`src/rtl/fetch_queue_ctrl.sv`:
```
// Instruction fetch queue: buffers 2-wide fetch pairs in a circular queue and
// presents the two oldest entries to decode, which may take 0, 1 or 2 of them
// per cycle. A branch redirect (flush) empties the queue in one edge.
module fetch_queue_ctrl #(
    parameter int DEPTH = 8,
    parameter int W     = 16
) (
    input  logic                       clk,
    input  logic                       rst,
    input  logic                       flush,
    input  logic                       fetch_valid,
    input  logic [W-1:0]               in_inst1,
    input  logic [W-1:0]               in_inst2,
    input  logic [W-1:0]               in_pc1,
    input  logic [W-1:0]               in_pc2,
    output logic                       stall,
    input  logic [1:0]                 dec_ready,
    output logic                       out_valid1,
    output logic                       out_valid2,
    output logic [W-1:0]               out_inst1,
    output logic [W-1:0]               out_inst2,
    output logic [W-1:0]               out_pc1,
    output logic [W-1:0]               out_pc2,
    output logic [$clog2(DEPTH):0]     count
);

    localparam int PW = $clog2(DEPTH);
    localparam int CW = PW + 1;
    localparam logic [CW-1:0] DEPTH_C = CW'(DEPTH);
    localparam logic [CW-1:0] TWO_C   = CW'(2);

    // Storage carries no reset; only pointers and occupancy are controlled.
    logic [W-1:0]  inst_mem_q [DEPTH];
    logic [W-1:0]  pc_mem_q   [DEPTH];

    logic [PW-1:0] head_q, head_d;
    logic [PW-1:0] tail_q, tail_d;
    logic [CW-1:0] count_q, count_d;

    logic [PW-1:0] head_nxt;
    logic [PW-1:0] tail_nxt;
    logic          push;
    logic [1:0]    dec_eff;
    logic [1:0]    pop;

    // Second slot of each pair wraps naturally through pointer overflow.
    assign head_nxt = head_q + PW'(1);
    assign tail_nxt = tail_q + PW'(1);

    // Back-pressure is conservative: based on registered occupancy only, so a
    // same-cycle dequeue never unstalls fetch and dec_ready has no path here.
    assign stall = (DEPTH_C - count_q) < TWO_C;
    assign push  = fetch_valid & ~stall;

    // Decode acceptance of 3 behaves as 2, then clamped to what is queued.
    always_comb begin
        dec_eff = (dec_ready == 2'd3) ? 2'd2 : dec_ready;
        pop     = 2'd0;
        if (count_q >= TWO_C) begin
            pop = dec_eff;
        end else if (count_q == CW'(1)) begin
            pop = (dec_eff != 2'd0) ? 2'd1 : 2'd0;
        end
    end

    // Next-state for pointers and occupancy; flush discards push and pop.
    always_comb begin
        head_d  = head_q;
        tail_d  = tail_q;
        count_d = count_q;
        if (flush) begin
            head_d  = '0;
            tail_d  = '0;
            count_d = '0;
        end else begin
            head_d  = head_q + PW'(pop);
            tail_d  = push ? (tail_q + PW'(2)) : tail_q;
            count_d = count_q + (push ? TWO_C : '0) - CW'(pop);
        end
    end

    // Control state register with synchronous reset taking priority.
    always_ff @(posedge clk) begin
        if (rst) begin
            head_q  <= '0;
            tail_q  <= '0;
            count_q <= '0;
        end else begin
            head_q  <= head_d;
            tail_q  <= tail_d;
            count_q <= count_d;
        end
    end

    // Pair write into storage; gated so flushed or reset cycles leave it alone.
    always_ff @(posedge clk) begin
        if (push && !flush && !rst) begin
            inst_mem_q[tail_q]   <= in_inst1;
            pc_mem_q[tail_q]     <= in_pc1;
            inst_mem_q[tail_nxt] <= in_inst2;
            pc_mem_q[tail_nxt]   <= in_pc2;
        end
    end

    assign out_valid1 = (count_q >= CW'(1));
    assign out_valid2 = (count_q >= TWO_C);

    // Zero-latency read of the two oldest entries, zeroed when not valid.
    assign out_inst1 = out_valid1 ? inst_mem_q[head_q]   : '0;
    assign out_pc1   = out_valid1 ? pc_mem_q[head_q]     : '0;
    assign out_inst2 = out_valid2 ? inst_mem_q[head_nxt] : '0;
    assign out_pc2   = out_valid2 ? pc_mem_q[head_nxt]   : '0;

    assign count = count_q;

endmodule

```
`config.mk`:
```
export PLATFORM = sky130hd
export DESIGN_NAME = fetch_queue_ctrl
export DESIGN_NICKNAME = d
export VERILOG_FILES = /design/src/rtl/fetch_queue_ctrl.sv
export SDC_FILE = /design/constraint.sdc
export NUM_CORES = 1
export LEC_CHECK = 0
export ABC_CLOCK_PERIOD_IN_PS = 9390
export CAP_MARGIN = 20
export CORE_MARGIN = 3
export CORE_UTILIZATION = 54
export CTS_CLUSTER_DIAMETER = 60
export DETAILED_ROUTE_END_ITERATION = 16
export PLACE_DENSITY = 0.85
export RECOVER_POWER = 100
export SLEW_MARGIN = 25
export SYNTH_ARGS = -nofsm -noshare
export SYNTH_HDL_FRONTEND = slang
export SYNTH_SLANG_ARGS = --single-unit
```
`constraint.sdc`:
```
create_clock -name clk -period 9.39 [get_ports clk]
set_input_delay 1.878 -clock clk [delete_from_list [all_inputs] [get_ports clk]]
set_output_delay 1.878 -clock clk [all_outputs]
set_load 0.01 [all_outputs]
```
# --- Yosys cells after proc, flatten, opt, wreduce, memory -nomap -nowiden ---
# Memories as Yosys holds them, arrays and structs flattened. A register that Yosys moved wholly into a read port is not among the register bits.
# Cells that the tools add are included.
classes:
  n_addsub: 7
  n_lt_le_gt_ge: 3
  eq_ne: 2
  n_mux: 13
  n_bitwise: 2
  reduce_logical: 6
op_table:
  columns: ["cell", "count"]
  rows:
  - ["two-way mux 16 bit", 4]
  - ["adder 3 x 1 -> 3 bit (second input constant)", 2]
  - ["two-way mux 2 bit", 3]
  - ["two-way mux 3 bit", 2]
  - ["adder 4 x 2 -> 4 bit", 1]
  - ["== test 4 x 1 -> 1 bit (second input constant)", 1]
  - ["greater-or-equal comparator 4 x 1 -> 1 bit (second input constant)", 1]
  - ["greater-or-equal comparator 4 x 2 -> 1 bit (second input constant)", 1]
  - ["less-than comparator 4 x 2 -> 1 bit (second input constant)", 1]
  - ["two-way mux 1 bit", 4]
  - ["subtractor 4 x 2 -> 4 bit", 1]
  - ["subtractor 4 bit (first input constant)", 1]
  - ["adder 3 x 2 -> 3 bit", 1]
  - ["adder 3 x 2 -> 3 bit (second input constant)", 1]
  - ["== test 2 bit (second input constant)", 1]
  - ["logical AND 1 bit", 2]
  - ["logical NOT 1 bit", 2]
  - ["nonzero test 2 bit", 1]
  - ["OR reduction 2 bit", 1]
  - ["bitwise AND 1 bit", 1]
  - ["NOT 1 bit", 1]
totals:
  ff_bits: 10
  ram_bits: 256
  elab_cells: 38
  mem_count: 2
memory_table:
  columns: ["memory", "words", "width", "rd", "rd_clocked_by_memory_dff", "wr", "line_no", "text"]
  rows:
  - ["inst_mem_q", 8, 16, 2, 1, 2, "33", "logic [W-1:0] inst_mem_q [DEPTH];"]
  - ["pc_mem_q", 8, 16, 2, 1, 2, "34", "logic [W-1:0] pc_mem_q [DEPTH];"]

# --- Logic depth before layout (Yosys ltp) ---
# Gate-level depths: netlist of the first run.
logic_depth:
  depth_word: 8
  mapped_depth: 15
  mapped_depth_nobuf: 14

# --- Worst setup path after synthesis of the first run ---
# No wires, ideal clock.
synth_timing:
  path_type: "input -> register"
  startpoint: "input fetch_valid"
  endpoint: "memory inst_mem_q[0][0], enable pin"
  setup_time_ns: 0.429
  arrival_time_ns: 3.705
  required_ns: 8.961
  path_slack_ns: 5.256
  path_stages: 3
  path_buffers: 0
  path_cell_list: "o31ai_1 -> nor2_1 -> and3_1"
synth_lines:
  columns: ["item", "line_no", "text"]
  rows:
  - ["from (decl)", "11", "input logic fetch_valid,"]
  - ["to (decl)", "33", null]

# --- Worst setup path in the final report of the first run ---
layout_timing:
  startpoint: "register head_q[2]"
  endpoint: "output out_inst2[15]"
layout_between:
  elab_chain_cells: 3
layout_lines:
  columns: ["item", "line_no", "text"]
  rows:
  - ["from (decl)", "36", "logic [PW-1:0] head_q, head_d;"]
  - ["from (signal assigned)", "85", "head_q <= '0;"]
  - ["from (signal assigned)", "89", "head_q <= head_d;"]
  - ["adder 3 x 1 -> 3 bit", "47", "assign head_nxt = head_q + PW'(1);"]
  - ["memory read (8 x 16 bit)", null, null]
  - ["two-way mux 16 bit", "111", "assign out_inst2 = out_valid2 ? inst_mem_q[head_nxt] : '0;"]
  - ["to (decl)", "21", "output logic [W-1:0] out_inst2,"]
# Every way passes these cells.

==> flow_summary.yaml, run 1 <==
run_status:
  outcome: "finished, violations left"
  failed_checks: "capacitance limit, slew limit"
synth:
  yosys.cell_types.count: 33
  synth_warnings: 0
  synth_top_cell_by_area: "edfxtp_1"
  syn_nets: 754
  synth_seq_cells: 265
  synth-seq-area-share_pct: 62.57
  async_reset_ff_share_pct: 0
  syn_area_sq_um: 12570
  synth_area_leaders: "edfxtp_1 61%, mux4_2 17%, mux4_1 6.3%"
  synth.avg_cell_area_sq_um: 18.79
  synth_flop_cell: "edfxtp_1"
  synth_top_area_share_pct: 61.14
  synth_edf_count: 256
  syn_inst: 669
critical_path:
  crit_start: "head_q[2]"
  worstPathRequired_ps: 7510
  end_kind: "primary output"
  ff2ff_setup_slack_ps: 4960
  crit_arrival_ps: 5370
  start_kind: "flop"
  cp_max_fo: 21
  rr_startpoint: "count[1]"
  crit_type: "flop to primary output"
cts:
  clockRootBuffer: "clkbuf_16"
  path_clk_slew_ps: 60
  hold_buffers: 0
  cts_buffers: 27
  worstSkewPairLatency_ps: 530
  clockBufferDepth: 3
  cts_sinks: 265
  htreeDepth: 1
  cts_tree: "done"
  post_cts_resize_count: 0
  post_cts_buffers: 0
floorplanning:
  die_h_um: 158.6
  fp.dieW_um: 158.6
  io_pins: 141
  dieArea_sq_um: 25150
  start_util_pct: 55.20
  rows: 55
  core_sq_um: 22780
cells_and_area:
  final_cell_mix: "256 x edfxtp_1, 129 x dlygate4sd3_1, 97 x mux4_2"
  drive_gt1_share_pct: 17.07
  n_fill_cell: 1509
  area_growth_pct: 18.77
  diodes: 0
  layout_commonest_cell: "edfxtp_1"
  nets: 884
power_and_ir_drop:
  p_leak_nw: 4.828
  powerDensity_nw_per_um2: 258.1
  ir_drop_mv: 0.1696
placed_design:
  place.port_buffers: 140
  place_ws_ps: 4235
  gp_congestion: 0.7949
  hpwl_um: 16780
timing:
  fin_ws_ps: 2143
  fin_crit_ps: 7247
  slew_violations: 331
  relSlewSlack_pct: -125.3
  timing_worst_slew_pin_value_ps: 3379
  min_period_over_period_pct: 77.18
  finalSetupViolCount: 0
  max_freq_mhz: 138.0
  rsz0062_at_grt: "no"
  finClkSkew_ps: 12.24
  finalHoldViolations: 0
  setup-tns-final_ps: 0
global_route:
  overflow: 0
  grt_pass1_wl_um: 42430
  grt_pass1_vias: 7513
  grt_max_degree: 78
  grt_usage_pct: 22.35
  antenna_found_initial: 1
min_path:
  min_from: "tail_q[1]"
  holdCritPathClass: "flop to flop"
route:
  drt_wl_total_um: 27700
  drcViolationCount: 0
  viasPerCell: 6.224
  firstDrtPassIters: 5
  drt.antenna.violating_nets: 0
  wl_per_cell_um: 24.45
  drt_iter0_markers: 646
  vias: 7052
run:
  cap_violations: 7
-- synth_stat cells (2+ instances only) --
cell type	number
and2_1	3
nand2b_1	2
dfxtp_1	9
fa_1	3
xnor2_1	3
o21ai_0	3
ha_1	12
edfxtp_1	256
mux4_1	30
clkbuf_1	8
nand2_1	65
and3_1	5
mux2i_1	32
buf_2	7
a21oi_1	35
nor2_1	42
buf_4	13
mux4_2	97
inv_1	13
buf_6	17
nand3_1	2
-- sequential cells by signal, summed over array words and instances, names as in the netlist --
signal / count
tail_q: 2
head_q: 3
pc_mem_q: 128
inst_mem_q: 128
count: 4
-- routing by layer --
metal / up-vias / part of all wire [%] / GRT usage (%) / wire length [um]
li1: 3013 / - / - / -
met3: 54 / 7.1 / 3.941 / 1962
met2: 343 / 53 / 39.23 / 14740
met4: 2 / 2.4 / 6.104 / 675
met1: 3640 / 37 / 29.12 / 10310
met5: - / 0.036 / 0 / 10
-- through the flow --
| stage | util (%) | hold slack (ps) | cell area, sq um | instances | total power [mW] |
|---|---|---|---|---|---|
| after floorplan | - | 483.7 | 12570 | 669 | 2.307 |
| after global placement | 61.94 | 494.3 | 14110 | 1080 | 2.945 |
| after detailed placement | 62.08 | 534.2 | 14140 | 1081 | 2.989 |
| after CTS | 65.61 | 542.3 | 14950 | 1131 | 3.962 |
| after global routing | 65.56 | 595.0 | 14930 | 1133 | 4.055 |
| final | 65.56 | 548.5 | 14930 | 1133 | 3.854 |
-- area by class of cell --
type | instances | area (sq um) | share of cell area (%)
sequential | 265 | 7873 | 52.72
timing repair buffer | 147 | 1490 | 9.979
clock buffer | 36 | 709.4 | 4.751
inverter | 13 | 48.80 | 0.3268
tap | 313 | 391.6 | 2.623
multi-input combinational | 345 | 4325 | 28.97
clock inverter | 14 | 95.09 | 0.6368
-- logic make-up (layout without fill, tap and decap cells) --
kind of cell | Yosys count | after routing | synth area share (%)
DFF | 265 | 265 | 62.57
muxes | 160 | 160 | 26.39
and+or+nand+nor | 125 | 125 | 4.120
buffers and inverters | 59 | 210 | 3.274
AOI/OAI and AO/OA | 41 | 41 | 1.692
adders and majority gates | 15 | 15 | 1.672
xor gates and xnor gates | 4 | 4 | 0.2787
-- report_power, final --
group          internal (mW)  switching (mW)  total, mW
clock                  0.557           0.415      0.972
combinational          0.724           0.754       1.48
sequential              1.35          0.0560       1.40
total                   2.63            1.23       3.85
-- path summary, 6_finish.rpt --
kind / end / depth (start not counted)
max: out_inst2[15] / 6
min: tail_q[1] / 2
max reg2reg: pc_mem_q[0][2] / 6
min reg2reg: tail_q[1] / 2
-- critical path, stage by stage (launching register included) --
cell and delay (ps):
dfxtp_2 740, clkbuf_1 1510, xnor2_1 1060, buf_4 540
nand2_1 110, a21oi_1 110, dlygate4sd3_1 740
Note: power is estimated with default switching activity, not from simulation.
==> run 2, diff against run 1 <==
--- a/config.mk
+++ b/config.mk
@@ -5,13 +5,13 @@
 export SDC_FILE = /design/constraint.sdc
 export NUM_CORES = 1
 export LEC_CHECK = 0
-export ABC_CLOCK_PERIOD_IN_PS = 9390
+export ABC_CLOCK_PERIOD_IN_PS = 6440
 export CAP_MARGIN = 20
 export CORE_MARGIN = 3
-export CORE_UTILIZATION = 54
+export CORE_UTILIZATION = 51
 export CTS_CLUSTER_DIAMETER = 60
 export DETAILED_ROUTE_END_ITERATION = 16
-export PLACE_DENSITY = 0.85
+export PLACE_DENSITY = 0.84
 export RECOVER_POWER = 100
 export SLEW_MARGIN = 25
 export SYNTH_ARGS = -nofsm -noshare
==> constraint.sdc (replaced) <==
create_clock -name clk -period 6.44 [get_ports clk]
set_input_delay 1.288 -clock clk [delete_from_list [all_inputs] [get_ports clk]]
set_output_delay 1.288 -clock clk [all_outputs]
set_load 0.01 [all_outputs]
==> run 2 against run 1 <==
- the flow still finishes with violations (capacitance limit, slew limit)
- total power rose by 52%
- clock power grew 71%
- register-to-register slack got worse by 3400 ps
- worst setup slack worse by 860 ps
- clock-buffer cell count shrank 3
- cell area up 1.2%
- sequential power increased by 46%
- critical path depth fell by 1
- combinational power grew 47%
- utilization is 2.1 points lower
- non-clock buffer count rose by 1
- largest cell class unchanged
==> flow_summary.yaml, run 2 (synthesis results as in run 1) <==
run_status:
  outcome: "finished, violations left"
  failed_checks: "capacitance limit, slew limit"
timing:
  finalHoldViolations: 0
  finClkSkew_ps: 6.878
  fin_hold_ws_ps: 535.8
  slew_violations: 313
  finalSetupViolCount: 0
  max_freq_mhz: 194.0
  setup-tns-final_ps: 0
  fin_crit_ps: 5156
  timing_worst_slew_pin_value_ps: 3375
  rsz0062_at_grt: "no"
  relSlewSlack_pct: -125.0
  min_period_over_period_pct: 80.06
critical_path:
  crit_type: "input pin to flop"
  ff2ff_path_depth: 7
  crit_end: "pc_mem_q[1][3]"
  ff2ff_setup_slack_ps: 1590
  cp_max_fo: 33
  end_kind: "flop"
  crit_start: "fetch_valid"
  rr_startpoint: "count[1]"
  crit_arrival_ps: 5250
  worstPathRequired_ps: 6540
  start_kind: "input pin"
  crit_path_cell_trace: "dlygate4sd3_1 -> o31ai_1 -> nor2_1 -> and3_1 -> clkbuf_1"
  cp_slowest_cell: "clkbuf_1"
  r2r_end: "pc_mem_q[1][3]"
  max_stage_delay_ps: 1630
power_and_ir_drop:
  p_leak_nw: 4.924
  p_seq_share_pct: 34.7
  internal_power_mw: 4.081
  p_comb_share_pct: 37.1
  ir_drop_mv: 0.4063
  pwr-share-clk_pct: 28.2
  powerDensity_nw_per_um2: 388.5
  swShare_pct: 30.52
  p_switching_mw: 1.792
route:
  vias: 7001
  viasPerCell: 6.141
  drt.antenna.violating_nets: 0
  drt_wl_total_um: 26970
  drcViolationCount: 0
  drt_iter0_markers: 684
  firstDrtPassIters: 6
  wl_per_cell_um: 23.66
cells_and_area:
  final_cell_mix: "256 x edfxtp_1, 134 x dlygate4sd3_1, 97 x mux4_2"
  layout_commonest_cell: "edfxtp_1"
  drive_gt1_share_pct: 18.56
  nets: 885
  area_growth_pct: 20.22
  final_area_sq_um: 15120
global_route:
  grt_max_degree: 65
  grt_pass1_vias: 7209
  grt_pass1_wl_um: 41600
  grt_usage_pct: 20.39
  overflow: 0
  antenna_found_initial: 8
cts:
  cts_sinks: 265
  cts_tree: "done"
  post_cts_buffers: 0
  clockRootBuffer: "clkbuf_16"
  worstSkewPairLatency_ps: 520
  cts_buffers: 27
  clockBufferDepth: 3
  path_clk_slew_ps: 60
  htreeDepth: 1
  post_cts_resize_count: 0
  hold_buffers: 0
floorplanning:
  start_util_pct: 52.78
  die_h_um: 163.0
  dieArea_sq_um: 26570
  fp.dieW_um: 163.0
  core_sq_um: 23820
  io_pins: 141
  rows: 56
placed_design:
  gp_congestion: 0.7137
  placed_area_sq_um: 14170
  hpwl_um: 16150
  place.port_buffers: 140
min_path:
  holdCritPathClass: "flop to flop"
run:
  cap_violations: 7
## run 2: changes by cell type in the layout (fill, tap and decap cells not counted), moves of 3 or more
| cell | previous run | this run |
|---|---|---|
| clkdlybuf4s50_1 | 11 | 6 |
| clkbuf_1 | 11 | 7 |
| and2_1 | 3 | 0 |
| and2_0 | 0 | 3 |
| buf_4 | 2 | 5 |
| clkinv_1 | 8 | 2 |
| dlygate4sd3_1 | 129 | 134 |
| bufinv_16 | 1 | 7 |
## run 2: layout make-up
type | instances | area [sq um]
clock buffers | 33 | 698.2
clock inverters | 15 | 251.5
inverters | 13 | 48.80
flip-flops and latches | 265 | 7879
fillers | 1614 | 8707
repair buffers | 148 | 1490
well taps | 319 | 399.1
diodes | 2 | 5.005
multi-input cells | 345 | 4344
## run 2: power by group through the flow
stage                     sequential [mW]  combinational, mW  clock (mW)
final                                2.04               2.18        1.66
after global routing                 2.05               2.37        1.76
after CTS                            2.04               2.34        1.68
after detailed placement             2.07               2.32           0
after global placement               2.07               2.25           0
after floorplan                      2.03               1.34           0
## run 2: per-layer routing
metal  GRT usage, %  up-vias  share of wire, %
met5              0        -              0.23
met4          5.383       10               1.8
met3          3.830       52               8.6
met2          34.90      341                51
met1          27.31     3581                38
li1               -     3017                 -
## run 2: metrics by stage
stage	setup slack [ps]	utilization (%)	std cells	power, mW
6_report	1284	63.45	1140	5.873
5_1_grt	967.8	63.45	1140	6.169
4_1_cts	1490	63.45	1136	6.059
3_5_place_dp	2077	59.46	1088	4.392
3_3_place_gp	2048	59.30	1087	4.312
2_1_floorplan	2896	-	669	3.363
## run 2: critical path, delay by kind of cell
| family | cells | cell delay, ps |
|---|---|---|
| compound gates | 1 | 110 |
| simple gates | 2 | 1620 |
| buf+inv | 2 | 2190 |
## run 2: how the worst min path moves through the flow
stage	to	from	cells after the start	slack (ps)
after CTS	tail_q[2]	tail_q[2]	2	530
after floorplan	tail_q[1]	tail_q[1]	2	480
after global routing	tail_q[2]	tail_q[2]	2	550
final	tail_q[1]	tail_q[1]	2	540
after global placement	tail_q[1]	tail_q[1]	2	510
after detailed placement	tail_q[2]	tail_q[2]	2	520
==> run 3, diff against run 2 <==
--- a/config.mk
+++ b/config.mk
@@ -5,7 +5,7 @@
 export SDC_FILE = /design/constraint.sdc
 export NUM_CORES = 1
 export LEC_CHECK = 0
-export ABC_CLOCK_PERIOD_IN_PS = 6440
+export ABC_CLOCK_PERIOD_IN_PS = 4300
 export CAP_MARGIN = 20
 export CORE_MARGIN = 3
 export CORE_UTILIZATION = 51
==> constraint.sdc (replaced) <==
create_clock -name clk -period 4.3 [get_ports clk]
set_input_delay 0.86 -clock clk [delete_from_list [all_inputs] [get_ports clk]]
set_output_delay 0.86 -clock clk [all_outputs]
set_load 0.01 [all_outputs]
==> run 3 against run 2 <==
- combinational power is 52% higher
- sequential share of layout area fell by 0.70 points
- clock skew is 1.2 ps higher
- final cell count up 0.61%
- sequential power grew 47%
- first-iteration DRC count decreased by 19%
- clock power grew 66%
- the flow still finishes with violations (capacitance limit, slew limit)
- critical path type is now flop to primary output
- utilization up 0.87 points
- die area stayed put
- non-clock buffer count is 4 higher
- global-route usage decreased by 0.058 points
- largest power group unchanged
- total power rose by 54%
==> flow_summary.yaml, run 3 (synthesis results as in run 1) <==
run_status:
  outcome: "finished, violations left"
  failed_checks: "capacitance limit, slew limit"
power_and_ir_drop:
  p_comb_share_pct: 36.5
  swShare_pct: 30.72
  p_switching_mw: 2.784
  ir_drop_mv: 0.4006
  p_leak_nw: 4.994
  pwr-share-clk_pct: 30.5
  p_seq_share_pct: 33.0
  internal_power_mw: 6.279
  powerDensity_nw_per_um2: 591.5
critical_path:
  crit_type: "flop to primary output"
  cp_max_fo: 129
  crit_arrival_ps: 3080
  start_kind: "flop"
  end_kind: "primary output"
  worstPathRequired_ps: 3440
placed_design:
  gp_congestion: 0.7660
  place.port_buffers: 140
  place_ws_ps: 1035
  hpwl_um: 16110
timing:
  fin_ws_ps: 356.9
  min_period_over_period_pct: 91.70
  relSlewSlack_pct: -17.07
  timing_worst_slew_pin_value_ps: 1756
  setup-tns-final_ps: 0
  finalHoldViolations: 0
  slew_violations: 225
  rsz0062_at_grt: "no"
  max_freq_mhz: 253.6
  finalSetupViolCount: 0
  finClkSkew_ps: 8.032
  fin_crit_ps: 3943
floorplanning:
  die_h_um: 163.0
  fp.dieW_um: 163.0
  core_sq_um: 23820
  rows: 56
  dieArea_sq_um: 26570
  start_util_pct: 52.78
  io_pins: 141
cells_and_area:
  layout_commonest_cell: "edfxtp_1"
  utilization_pct: 64.32
  final_cell_mix: "256 x edfxtp_1, 129 x dlygate4sd3_1, 97 x mux4_2"
  area_growth_pct: 21.86
  nets: 890
  drive_gt1_share_pct: 20.92
route:
  drt_wl_total_um: 26400
  wl_per_cell_um: 23.02
  viasPerCell: 6.038
  drt.antenna.violating_nets: 0
  vias: 6926
  drcViolationCount: 0
  drt_iter0_markers: 557
  firstDrtPassIters: 5
global_route:
  grt_usage_pct: 20.33
  grt_pass1_vias: 7207
  antenna_found_initial: 1
  grt_pass1_wl_um: 41340
  overflow: 0
  grt_max_degree: 130
cts:
  clockBufferDepth: 3
  htreeDepth: 1
  clockRootBuffer: "clkbuf_16"
  post_cts_resize_count: 0
  post_cts_buffers: 0
  cts_sinks: 265
  path_clk_slew_ps: 60
  cts_buffers: 28
  cts_tree: "done"
  worstSkewPairLatency_ps: 540
  hold_buffers: 0
run:
  cap_violations: 4
min_path:
  holdCritPathClass: "flop to flop"
-- run 3: cell count changes in the layout (fill, tap and decap cells not counted), sizes merged --
cell	before	now
bufinv	7	8
buf	7	12
inv	13	16
clkinvlp	0	5
clkbuf	34	29
dlygate4sd3	134	129
clkinv	8	7
diode	2	1
clkdlybuf4s50	6	11
-- run 3: final timing paths --
path / depth (start not counted) / slack [ps] / from / to
worst max-delay path: 5 / 360 / head_q[0] / out_inst1[14]
worst max register to register: 7 / 910 / count[1] / inst_mem_q[0][14]
worst min register to register: 2 / 530 / tail_q[2] / tail_q[2]
worst min-delay path: 2 / 530 / tail_q[2] / tail_q[2]
-- run 3: worst max-delay path, cell delays in order, from the launching register on --
cell and delay (ps):
dfxtp_4 370, buf_12 580, mux4_2 600, mux2i_1 200
nor2_1 50, dlygate4sd3_1 610
-- run 3: stage by stage --
step	power, mW	cells	hold slack, ps	instance area (sq um)
floorplan	5.037	669	483.7	12570
global placement	6.521	1094	518.5	14240
detailed placement	6.559	1094	524.0	14240
CTS	9.354	1146	531.6	15340
global route	9.510	1146	563.9	15320
finish	9.063	1147	529.0	15320
-- run 3: layout make-up --
| class | instances | area [sq um] |
|---|---|---|
| sequential | 265 | 7879 |
| timing repair buffer | 152 | 1554 |
| clock inverter | 23 | 367.9 |
| clock buffer | 29 | 725.7 |
| fill | 1598 | 8501 |
| antenna | 1 | 2.502 |
| multi-input combinational | 345 | 4345 |
| tap | 319 | 399.1 |
| inverter | 13 | 48.80 |
-- run 3: power groups by stage --
stage	clock (mW)	sequential [mW]	combinational, mW
CTS	2.81	2.99	3.56
floorplan	0	3.04	2.00
global route	2.91	3.00	3.60
detailed placement	0	3.05	3.51
global placement	0	3.04	3.48
finish	2.76	2.99	3.31
-- run 3: per-layer routing --
metal	wire, um	track usage, %	vias to the layer above
li1	-	-	3033
met1	10640	28.07	3565
met2	13370	34.05	288
met3	1868	3.779	40
met4	527	5.190	0
met5	0	0	-
